### src/rtl/ring_osc_timer_ctrl.sv
`timescale 1ns/1ps
`default_nettype none
// ============================================================================
// Module   : ring_osc_timer_ctrl
// Brief    : Sequences the ring-oscillator timer and accumulates 2^ACCUM_LOG2
//            synchronised count readings into one handshaked result.
// Revision : 1.0  initial release
// ============================================================================
module ring_osc_timer_ctrl #(
    parameter int WINDOW_W      = 16,
    parameter int ARM_CYCLES    = 4,
    parameter int SETTLE_CYCLES = 4,
    parameter int ACCUM_LOG2    = 2
) (
    input  logic                  clk,
    input  logic                  rst_n,
    input  logic                  start,
    input  logic                  abort,
    input  logic [WINDOW_W-1:0]   window,
    input  logic [7:0]            timer_out,
    output logic                  timer_slow_clk,
    output logic                  timer_enable,
    output logic                  busy,
    output logic                  result_valid,
    input  logic                  result_ready,
    output logic [6+ACCUM_LOG2-1:0] result_count,
    output logic                  result_signal,
    output logic                  result_overflow
);

    localparam int ACC_W = 6 + ACCUM_LOG2;
    localparam int IDX_W = (ACCUM_LOG2 > 0) ? ACCUM_LOG2 : 1;
    localparam int ARM_W = $clog2(ARM_CYCLES + 1);
    localparam int SET_W = $clog2(SETTLE_CYCLES + 1);
    localparam int CNT_W = (WINDOW_W > ARM_W)
                         ? ((WINDOW_W > SET_W) ? WINDOW_W : SET_W)
                         : ((ARM_W > SET_W) ? ARM_W : SET_W);

    localparam logic [CNT_W-1:0] C_ARM_LOAD    = CNT_W'(ARM_CYCLES - 1);
    localparam logic [CNT_W-1:0] C_SETTLE_LOAD = CNT_W'(SETTLE_CYCLES - 1);
    localparam logic [CNT_W-1:0] C_CNT_ONE     = CNT_W'(1);
    localparam logic [IDX_W-1:0] C_IDX_LAST    = IDX_W'((1 << ACCUM_LOG2) - 1);
    localparam logic [IDX_W-1:0] C_IDX_ONE     = IDX_W'(1);

    typedef enum logic [2:0] {
        S_IDLE    = 3'd0,
        S_ARM     = 3'd1,
        S_MEASURE = 3'd2,
        S_SETTLE  = 3'd3,
        S_DONE    = 3'd4
    } state_t;

    state_t             r_state;
    state_t             w_next_state;
    logic [7:0]         r_sync_meta;
    logic [7:0]         r_sync;
    logic [CNT_W-1:0]   r_cnt;
    logic [WINDOW_W-1:0] r_window;
    logic [ACC_W-1:0]   r_acc;
    logic               r_ovf;
    logic [IDX_W-1:0]   r_idx;

    logic               w_cnt_done;
    logic               w_last;
    logic               w_capture;
    logic [ACC_W-1:0]   w_acc_sum;
    logic               w_slow_clk_nxt;
    logic               w_enable_nxt;
    logic               w_busy_nxt;
    logic               w_valid_nxt;

    // Raw timer status is asynchronous; only r_sync is ever consumed.
    always_ff @(posedge clk or negedge rst_n) begin
        if (!rst_n) begin
            r_sync_meta <= '0;
            r_sync      <= '0;
        end else begin
            r_sync_meta <= timer_out;
            r_sync      <= r_sync_meta;
        end
    end

    assign w_cnt_done = (r_cnt == '0);
    assign w_last     = (r_idx == C_IDX_LAST);
    assign w_capture  = (r_state == S_SETTLE) && w_cnt_done && !abort;
    assign w_acc_sum  = r_acc + ACC_W'(r_sync[5:0]);

    always_comb begin
        w_next_state = r_state;
        case (r_state)
            S_IDLE: begin
                if (start && !abort) w_next_state = S_ARM;
            end
            S_ARM: begin
                if (abort)           w_next_state = S_IDLE;
                else if (w_cnt_done) w_next_state = S_MEASURE;
            end
            S_MEASURE: begin
                if (abort)           w_next_state = S_IDLE;
                else if (w_cnt_done) w_next_state = S_SETTLE;
            end
            S_SETTLE: begin
                if (abort)           w_next_state = S_IDLE;
                else if (w_cnt_done) w_next_state = w_last ? S_DONE : S_ARM;
            end
            S_DONE: begin
                if (result_ready || abort) w_next_state = S_IDLE;
            end
            default: w_next_state = S_IDLE;
        endcase

        // Outputs are decoded from the next state and registered, so they
        // line up with the state register without any input-to-output path.
        w_slow_clk_nxt = (w_next_state == S_MEASURE) || (w_next_state == S_SETTLE);
        w_enable_nxt   = (w_next_state == S_ARM) || (w_next_state == S_MEASURE);
        w_busy_nxt     = (w_next_state != S_IDLE);
        w_valid_nxt    = (w_next_state == S_DONE);
    end

    always_ff @(posedge clk or negedge rst_n) begin
        if (!rst_n) begin
            r_state        <= S_IDLE;
            timer_slow_clk <= 1'b0;
            timer_enable   <= 1'b0;
            busy           <= 1'b0;
            result_valid   <= 1'b0;
        end else begin
            r_state        <= w_next_state;
            timer_slow_clk <= w_slow_clk_nxt;
            timer_enable   <= w_enable_nxt;
            busy           <= w_busy_nxt;
            result_valid   <= w_valid_nxt;
        end
    end

    always_ff @(posedge clk or negedge rst_n) begin
        if (!rst_n) begin
            r_cnt    <= '0;
            r_window <= '0;
            r_acc    <= '0;
            r_ovf    <= 1'b0;
            r_idx    <= '0;
        end else begin
            case (r_state)
                S_IDLE: begin
                    if (start && !abort) begin
                        r_window <= (window == '0) ? WINDOW_W'(1) : window;
                        r_acc    <= '0;
                        r_ovf    <= 1'b0;
                        r_idx    <= '0;
                        r_cnt    <= C_ARM_LOAD;
                    end
                end
                S_ARM: begin
                    if (w_cnt_done) r_cnt <= CNT_W'(r_window) - C_CNT_ONE;
                    else            r_cnt <= r_cnt - C_CNT_ONE;
                end
                S_MEASURE: begin
                    if (w_cnt_done) r_cnt <= C_SETTLE_LOAD;
                    else            r_cnt <= r_cnt - C_CNT_ONE;
                end
                S_SETTLE: begin
                    // Settle spans the synchroniser delay, so the frozen
                    // count is fully through r_sync by the last cycle.
                    if (w_cnt_done) begin
                        r_acc <= w_acc_sum;
                        r_ovf <= r_ovf | r_sync[6];
                        r_idx <= w_last ? '0 : (r_idx + C_IDX_ONE);
                        r_cnt <= C_ARM_LOAD;
                    end else begin
                        r_cnt <= r_cnt - C_CNT_ONE;
                    end
                end
                default: r_cnt <= r_cnt;
            endcase
        end
    end

    // Results only change on entry to DONE; aborts leave them untouched.
    always_ff @(posedge clk or negedge rst_n) begin
        if (!rst_n) begin
            result_count    <= '0;
            result_signal   <= 1'b0;
            result_overflow <= 1'b0;
        end else if (w_capture && w_last) begin
            result_count    <= w_acc_sum;
            result_signal   <= r_sync[7];
            result_overflow <= r_ovf | r_sync[6];
        end
    end

endmodule
`default_nettype wire

### config.mk
export PLATFORM = sky130hd
export DESIGN_NAME = ring_osc_timer_ctrl
export DESIGN_NICKNAME = d
export VERILOG_FILES = /design/src/rtl/ring_osc_timer_ctrl.sv
export SDC_FILE = /design/constraint.sdc
export NUM_CORES = 1
export LEC_CHECK = 0
export CAP_MARGIN = 20
export CORE_MARGIN = 2
export CORE_UTILIZATION = 50
export DETAILED_ROUTE_END_ITERATION = 8
export PLACE_DENSITY = 0.81
export SYNTH_ARGS = -nofsm -noshare
export SYNTH_HDL_FRONTEND = slang
export SYNTH_SLANG_ARGS = --single-unit
### constraint.sdc
create_clock -name clk -period 3.21 [get_ports clk]
set_input_delay 0.8025 -clock clk [delete_from_list [all_inputs] [get_ports clk]]
set_output_delay 0.8025 -clock clk [all_outputs]
set_load 0.02 [all_outputs]
==> out/results.txt <==
Outcome: completed
CP arrival: 2.90 ns
Post-synth cell types: 48
Die height: 89.7 microns
Synth Area per Inst: 10.8 sq um
Flops & latches, synth: 76
Top-count cell post-synth: dfrtp_1
CTS resizes: 0
CP max stage cell: or4_1
Hold crit path type: reg2reg
Post-synthesis simple-gate area fraction: 0.159
Hold_buf cts: 0
Synth warn: 0
XOR/XNOR share of the synthesized area: 0.0501
CTS tree: yes
Worst ir drop on vdd: 0.460 mV
H-tree depth: 3
Ys async rst share: 1.00
Crit path kind: reg2reg
Final hold violations: 0
RSZ-0062 raised after global routing: false
Number of detailed-route iterations in the first pass: 4
Global-route wire length before repair: 12700 microns
Initial antenna violation count: 0
Starting DRT DRC Count: 399
Largest net degree at the start of global routing: 77
Reg clk slew, reported paths: 0.08 ns
Post-synthesis cell count: 341
WP data required: 3.43 ns
CP endpoint kind: register
Post-synth EDFFs: 0
Core box area: 7180 sq um
P&R area growth vs syn: 20.3%
WL final: 7530 microns
Final Max Slew Viols: 0
Final RePlAce weighted congestion: 0.853
Die ar.: 8040 sq um
Adder-Cell Fraction of Synth Area: 0.0396
Cell area after synthesis: 3670 sq um
Routed len/inst: 15.4 microns
Setup TNS: 0 ns
DRC viols: 0
Final period util: 0.834
Initial Utilization: 0.511
Clk_lat worst skew: 0.36 ns
Worst setup path startpoint: r_cnt[3]
Post-layout net count: 424
Postcts setup bufs: 0
Crit Path Max Fanout: 9
Max Cap Viol: 0
Die width: 89.7 microns
Synth area leaders: dfrtp_1 52%, mux2_2 4.6%, o21ai_0 4.4%, ha_1 3.4%, xor2_1 2.9%
Worst r2r src: r_cnt[3]
Via density: 5.81
Tmin final: 2.68 ns
Lkg Pwr: 1.93 nW
ANT cells: 0
Synth cell count leaders: 76 x dfrtp_1, 32 x o21ai_0, 23 x nand2_1
Worst path max stage delay: 0.74 ns
Net count after synthesis: 381
Vias in the first global route: 2697
Mux share of post-synthesis cell area: 0.0553
Layout cells sized above 1: 0.116
Synth Area in Compound Gates: 0.156
Gr ovfl total: 0
Seq/Total Area, Yosys: 0.518
CTS max path bufs: 2
Hold Startpoint: r_sync_meta[1]
GRT Util Overall: 0.209
DR vias: 2833
Root Driver: clkbuf_8
Largest family of logic cells by synthesized area: simple AND/OR/NAND/NOR gates
Setup violations, final: 0
Core Rows: 31
Highest Clock Rate: 0.373 GHz
Synth top area share: 0.518
Synth area leader: dfrtp_1
Post-synth top flop: dfrtp_1
Skew final: 0.00928 ns
Slew margin rel.: 0.383
Worst setup margin: 0.531 ns
Port buffer count: 42
Final ANT Viol Nets: 0
PwrDens: 659 nW/um^2
Tightest Pin Transition: 0.925 ns
Clock Sinks: 76
Worst-path cell chain: or4_1, o41ai_4, buf_4, a21oi_1, o21ai_0, o221ai_1
CP startpoint kind: register
IO Pins: 43
Hpwl dp: 5250 microns
Total CTS buffers: 9
Placement Setup Slack: 0.584 ns
==> routing by layer <==
metal	global-route usage	share of wire	vias up
li1	-	-	1350
met1	0.302	0.47	1388
met2	0.312	0.46	82
met3	0.0466	0.055	13
met4	0.0773	0.017	0
met5	0	0	-
==> through the flow <==
step	utilization	instance area (sq um)	std cells	total power, mW	hold slack, ns
6_report	0.615	4410	488	2.91	0.349
5_1_grt	0.615	4410	488	3.08	0.365
4_1_cts	0.615	4410	488	2.91	0.354
3_5_place_dp	0.583	4180	472	2.07	0.336
3_3_place_gp	0.583	4180	472	2.04	0.332
2_1_floorplan	-	3670	341	1.84	0.331
==> where the power goes <==
group	leakage (nW)	internal, mW	switching (mW)
clock network	0.111	0.467	0.376
registers	0.972	1.11	0.174
logic	0.851	0.325	0.457
==> logic make-up (layout without fill, tap and decap cells) <==
kind of cell,after synthesis,count (layout)
multiplexers,18,18
adder cells (fa/ha/maj),11,11
buffers and inverters,19,67
flip-flops,76,76
XOR/XNOR,21,21
AO/OA/AOI/OAI,89,89
AND/OR/NAND/NOR,107,107
==> final cells by class <==
class | instances | area (sq um)
Sequential cell | 76 | 1900
Inverter | 5 | 18.8
Timing Repair Buffer | 46 | 448
Clock inverter | 6 | 95.1
Clock buffer | 10 | 138
Tap cell | 99 | 124
Fill cell | 567 | 2760
Multi-Input combinational cell | 246 | 1690
==> cells in the final DEF (no fill, tap or decap), types with 4 or more instances in the layout <==
cell             synthesis  layout
buf_4                    0       5
a21oi_1                 18      18
a31oi_1                  5       5
mux2_2                  15      15
clkbuf_8                 0      10
nor3_1                  11      11
xor2_1                  12      12
or4_1                    8       8
nand3_1                 19      19
ha_1                    10      10
dfrtp_1                 76      76
clkdlybuf4s50_1          0      41
nor2_1                  15      15
o221ai_1                 4       4
o31ai_1                  5       5
o21ai_0                 32      32
nor4_1                  12      12
nand2_1                 23      23
inv_1                    5       5
a21o_1                   5       5
xnor2_1                  9       9
==> worst paths after layout <==
check,to,slack [ns],cells past startpoint
hold reg to reg,r_sync[1],0.35,0
setup / recovery,r_cnt[13],0.53,6
setup reg to reg,r_cnt[13],0.53,6
max in group asynchronous,r_cnt[7],2.03,1
min in group asynchronous,r_window[7],0.57,1
hold / removal,r_sync[1],0.35,0
==> registers in the layout (all words and copies together) (netlist names) <==
register and count:
r_state 3, result_overflow 1, r_cnt 16, result_count 8, r_window 16, result_valid 1
busy 1, r_sync_meta 8, r_sync 8, timer_enable 1, r_idx 2, r_acc 8
r_ovf 1, result_signal 1, timer_slow_clk 1
==> worst max-delay path, delay by kind of cell, from the launching register on <==
| kind | cells | cell delay [ns] |
|---|---|---|
| AOI/OAI and AO/OA | 4 | 1.10 |
| buffers and inverters | 1 | 0.26 |
| DFF | 1 | 0.45 |
| and+or+nand+nor | 1 | 0.74 |
Power figures use the tool's default switching activity.
==> RTL edit 1: new RTL, same settings <==
`WINDOW_W`: 16 -> 32.
--- a/src/rtl/ring_osc_timer_ctrl.sv
+++ b/src/rtl/ring_osc_timer_ctrl.sv
@@ -9,3 +9,3 @@
 module ring_osc_timer_ctrl #(
-    parameter int WINDOW_W      = 16,
+    parameter int WINDOW_W      = 32,
     parameter int ARM_CYCLES    = 4,
Interface: changed (resized window); port bits go from 43 to 59. The function was not compared with the original's and may differ.
==> RTL edit 1 against the unedited design <==
- area after synthesis grew 54%
- sequential cell count grew 32
- synthesized cell count grew 67%
- sequential share of layout area shrank 3.2 points
- worst setup slack lost 88 ps
- global-route usage grew 3.7 points
- largest cell class is now multi-input combinational cells
- final area grew 53%
- power grew 98%
- sequential power grew 73%
- utilization grew 0.38 points
- highest routed layer unchanged
- routed wire length grew 81%
==> RTL edit 1: results (changes against the unedited design) <==
metric	value	unit	change
status	finished clean		
nNetsFinal	688		+62%
rr_startpoint	r_cnt[0]$_DFFE_PN0P_		
ys_seq_area_share	47.8	%	-4.1 points
clock_power	1.15	mW	+37%
drt-met1-wl	6030	um	+71%
synth_fa_ha_area_share	2.56	%	-1.4 points
pg_comb	2.38	mW	+200%
firstDrtPassIters	5		+1
critPathTopFamily	simple AND/OR/NAND/NOR gates		
drive_gt1_share	11.8	%	+0.21 points
met3WireLength	945	um	+130%
routed_via_density	6.10		+5.1%
min_to	r_sync[7]$_DFF_PN0_		
dpl-instance-area	6460	um2	+54%
r2r_end	r_cnt[28]$_DFFE_PN0P_		
n_fill_cell	908		+60%
dr_wl_met2	6520	um	+88%
muxShareOfSynthArea	6.17	%	+0.64 points
p_leak	2.78	nW	+43%
gr-usage-met1	33.1	%	+3.0 points
grt_pass1_vias	4746		+76%
cp_max_fo	8		-1
met2_usage	40.4	%	+9.2 points
startpoint	r_cnt[0]$_DFFE_PN0P_		
grtUsageMet3	4.59	%	-0.076 points
critPathMaxStageDelay	570	ps	-170 ps
top_regs	r_cnt: 32 flops, r_window: 32 flops		
grt_use_total	24.6	%	+3.7 points
worst_pin_slew	963	ps	+37.8 ps
dp_hpwl	9870	um	+88%
gp_congestion	0.921		+8.0%
critPathArrivalTime	3030	ps	+130 ps
synthXorXnorAreaFrac	5.88	%	+0.87 points
wl_per_cell	17.6	um	+14%
peakVddDrop	0.000473	V	+2.9%
ff2ff_setup_slack	440	ps	-90 ps
synth-compound-area-share	13.2	%	-2.4 points
grt_pass1_wl	23200	um	+82%
RTL edit 1: changes by cell type after synthesis, moves of 10 or more:
cell,before,now
o21ai_0,32,42
xnor2_1,9,20
mux2_2,15,31
nand2_1,23,44
nor2_1,15,46
nor3_1,11,29
dfrtp_1,76,108
RTL edit 1: layout make-up:
| type | count | area, um2 | area share, % |
|---|---|---|---|
| repair buffers | 73 | 716 | 10.6 |
| clock buffers | 10 | 229 | 3.38 |
| well taps | 140 | 175 | 2.59 |
| inverters | 14 | 52.6 | 0.777 |
| flip-flops and latches | 108 | 2700 | 39.9 |
| multi-input cells | 426 | 2810 | 41.5 |
| clock inverters | 6 | 81.3 | 1.20 |
RTL edit 1: through the flow:
stage	instances	total power [mW]	hold WS [ps]	setup slack (ps)	utilization, %
after floorplan	571	3.75	331	890	-
after global placement	761	4.50	334	475	59.0
after detailed placement	761	4.57	337	428	59.0
after global routing	777	6.13	359	143	61.9
final	777	5.77	351	444	61.9
after CTS	777	5.74	354	449	61.9
==> RTL edit 2: new RTL, same flow settings <==
Without the edit above. The 5 states of `state_t` get a one-hot encoding in 5 bits.
--- a/src/rtl/ring_osc_timer_ctrl.sv
+++ b/src/rtl/ring_osc_timer_ctrl.sv
@@ -44,8 +44,8 @@
 
-    typedef enum logic [2:0] {
-        S_IDLE    = 3'd0,
-        S_ARM     = 3'd1,
-        S_MEASURE = 3'd2,
-        S_SETTLE  = 3'd3,
-        S_DONE    = 3'd4
+    typedef enum logic [4:0] {
+        S_IDLE    = 5'b00001,
+        S_ARM     = 5'b00010,
+        S_MEASURE = 5'b00100,
+        S_SETTLE  = 5'b01000,
+        S_DONE    = 5'b10000
     } state_t;
Check against the original RTL: no difference found for any inputs over 10 cycles, from zero or initial values and one cycle with rst_n low; not proved beyond that.
==> RTL edit 2 against the unedited design <==
- worst setup slack worse by 34 ps
- routed wire length is 12% higher
- non-clock buffer count is 1 higher
- global-route usage is 0.37 points higher
- final cell count is 7.6% higher
- sequential cell count is 2 higher
- final area is 5.2% higher
- sequential share of layout area is 1.0 points lower
- area after synthesis is 7.5% higher
Power is not compared: it rests on default switching activity, and its combinational part moved more than twofold at a synthesized area within 25%.
==> RTL edit 2: results (changes against the unedited design) <==
metric	value	unit	change
status	finished clean		
synth_cell_types	59		+23%
slowest_stage	nor3b_1		
worst_slew_margin_rel	37.0	%	-1.3 points
stdcell_area	4640	um2	+5.2%
synthTopCellsByCount	dfrtp_1 (77), nand2_1 (23), nor2_1 (23)		
routed_wl	8420	um	+12%
grt_pass1_vias	3112		+15%
nNetsFinal	457		+7.8%
dr_wl_met2	4010	um	+16%
critPathArrivalTime	2970	ps	+70 ps
rr_startpoint	r_cnt[0]$_DFFE_PN0P_		
r2r.worst_path.cells	8		+2
gp_congestion	0.948		+11%
synth.area.top_cells	dfrtp_1 (49%), mux2_2 (4.9%), ha_1 (2.9%)		
met3WireLength	375	um	-9.0%
routed_via_density	5.84		+0.60%
min_to	r_sync[2]$_DFF_PN0_		
grt_use_total	21.3	%	+0.37 points
hold-worst-slack	357	ps	+8.16 ps
drt_iter0_drc	218		-45%
synth_fa_ha_area_share	3.36	%	-0.59 points
synthXorXnorAreaFrac	3.78	%	-1.2 points
drt-met1-wl	3860	um	+9.9%
pre_cts_slack	581	ps	-3.45 ps
netlist_instances	375		+10%
ys_seq_area_share	49.5	%	-2.3 points
critPathTopFamily	simple AND/OR/NAND/NOR gates		
drive_gt1_share	11.8	%	+0.25 points
grt_pass1_wl	14500	um	+14%
## RTL edit 2: how the worst max path moves through the flow
stage / end / slack (ps) / cells after the start
finish: result_count[0]$_DFFE_PN0P_ / 500 / 8
global route: result_count[6]$_DFFE_PN0P_ / 270 / 8
CTS: result_signal$_DFFE_PN0P_ / 560 / 8
detailed placement: result_count[0]$_DFFE_PN0P_ / 580 / 8
global placement: result_count[0]$_DFFE_PN0P_ / 640 / 8
floorplan: result_count[6]$_DFFE_PN0P_ / 790 / 9
## RTL edit 2: metal layers
| layer | track usage (%) | vias up |
|---|---|---|
| met4 | 10.4 | 0 |
| met3 | 3.50 | 16 |
| met5 | 0 | - |
| met1 | 29.9 | 1503 |
| met2 | 32.2 | 92 |
| li1 | - | 1455 |
## RTL edit 2: final cells by class
cell class / count / area share, %
timing repair buffer: 47 / 9.81
clock inverter: 7 / 1.59
sequential: 78 / 42.1
tap: 102 / 2.75
clock buffer: 9 / 2.67
inverter: 19 / 1.54
multi-input combinational: 263 / 39.6
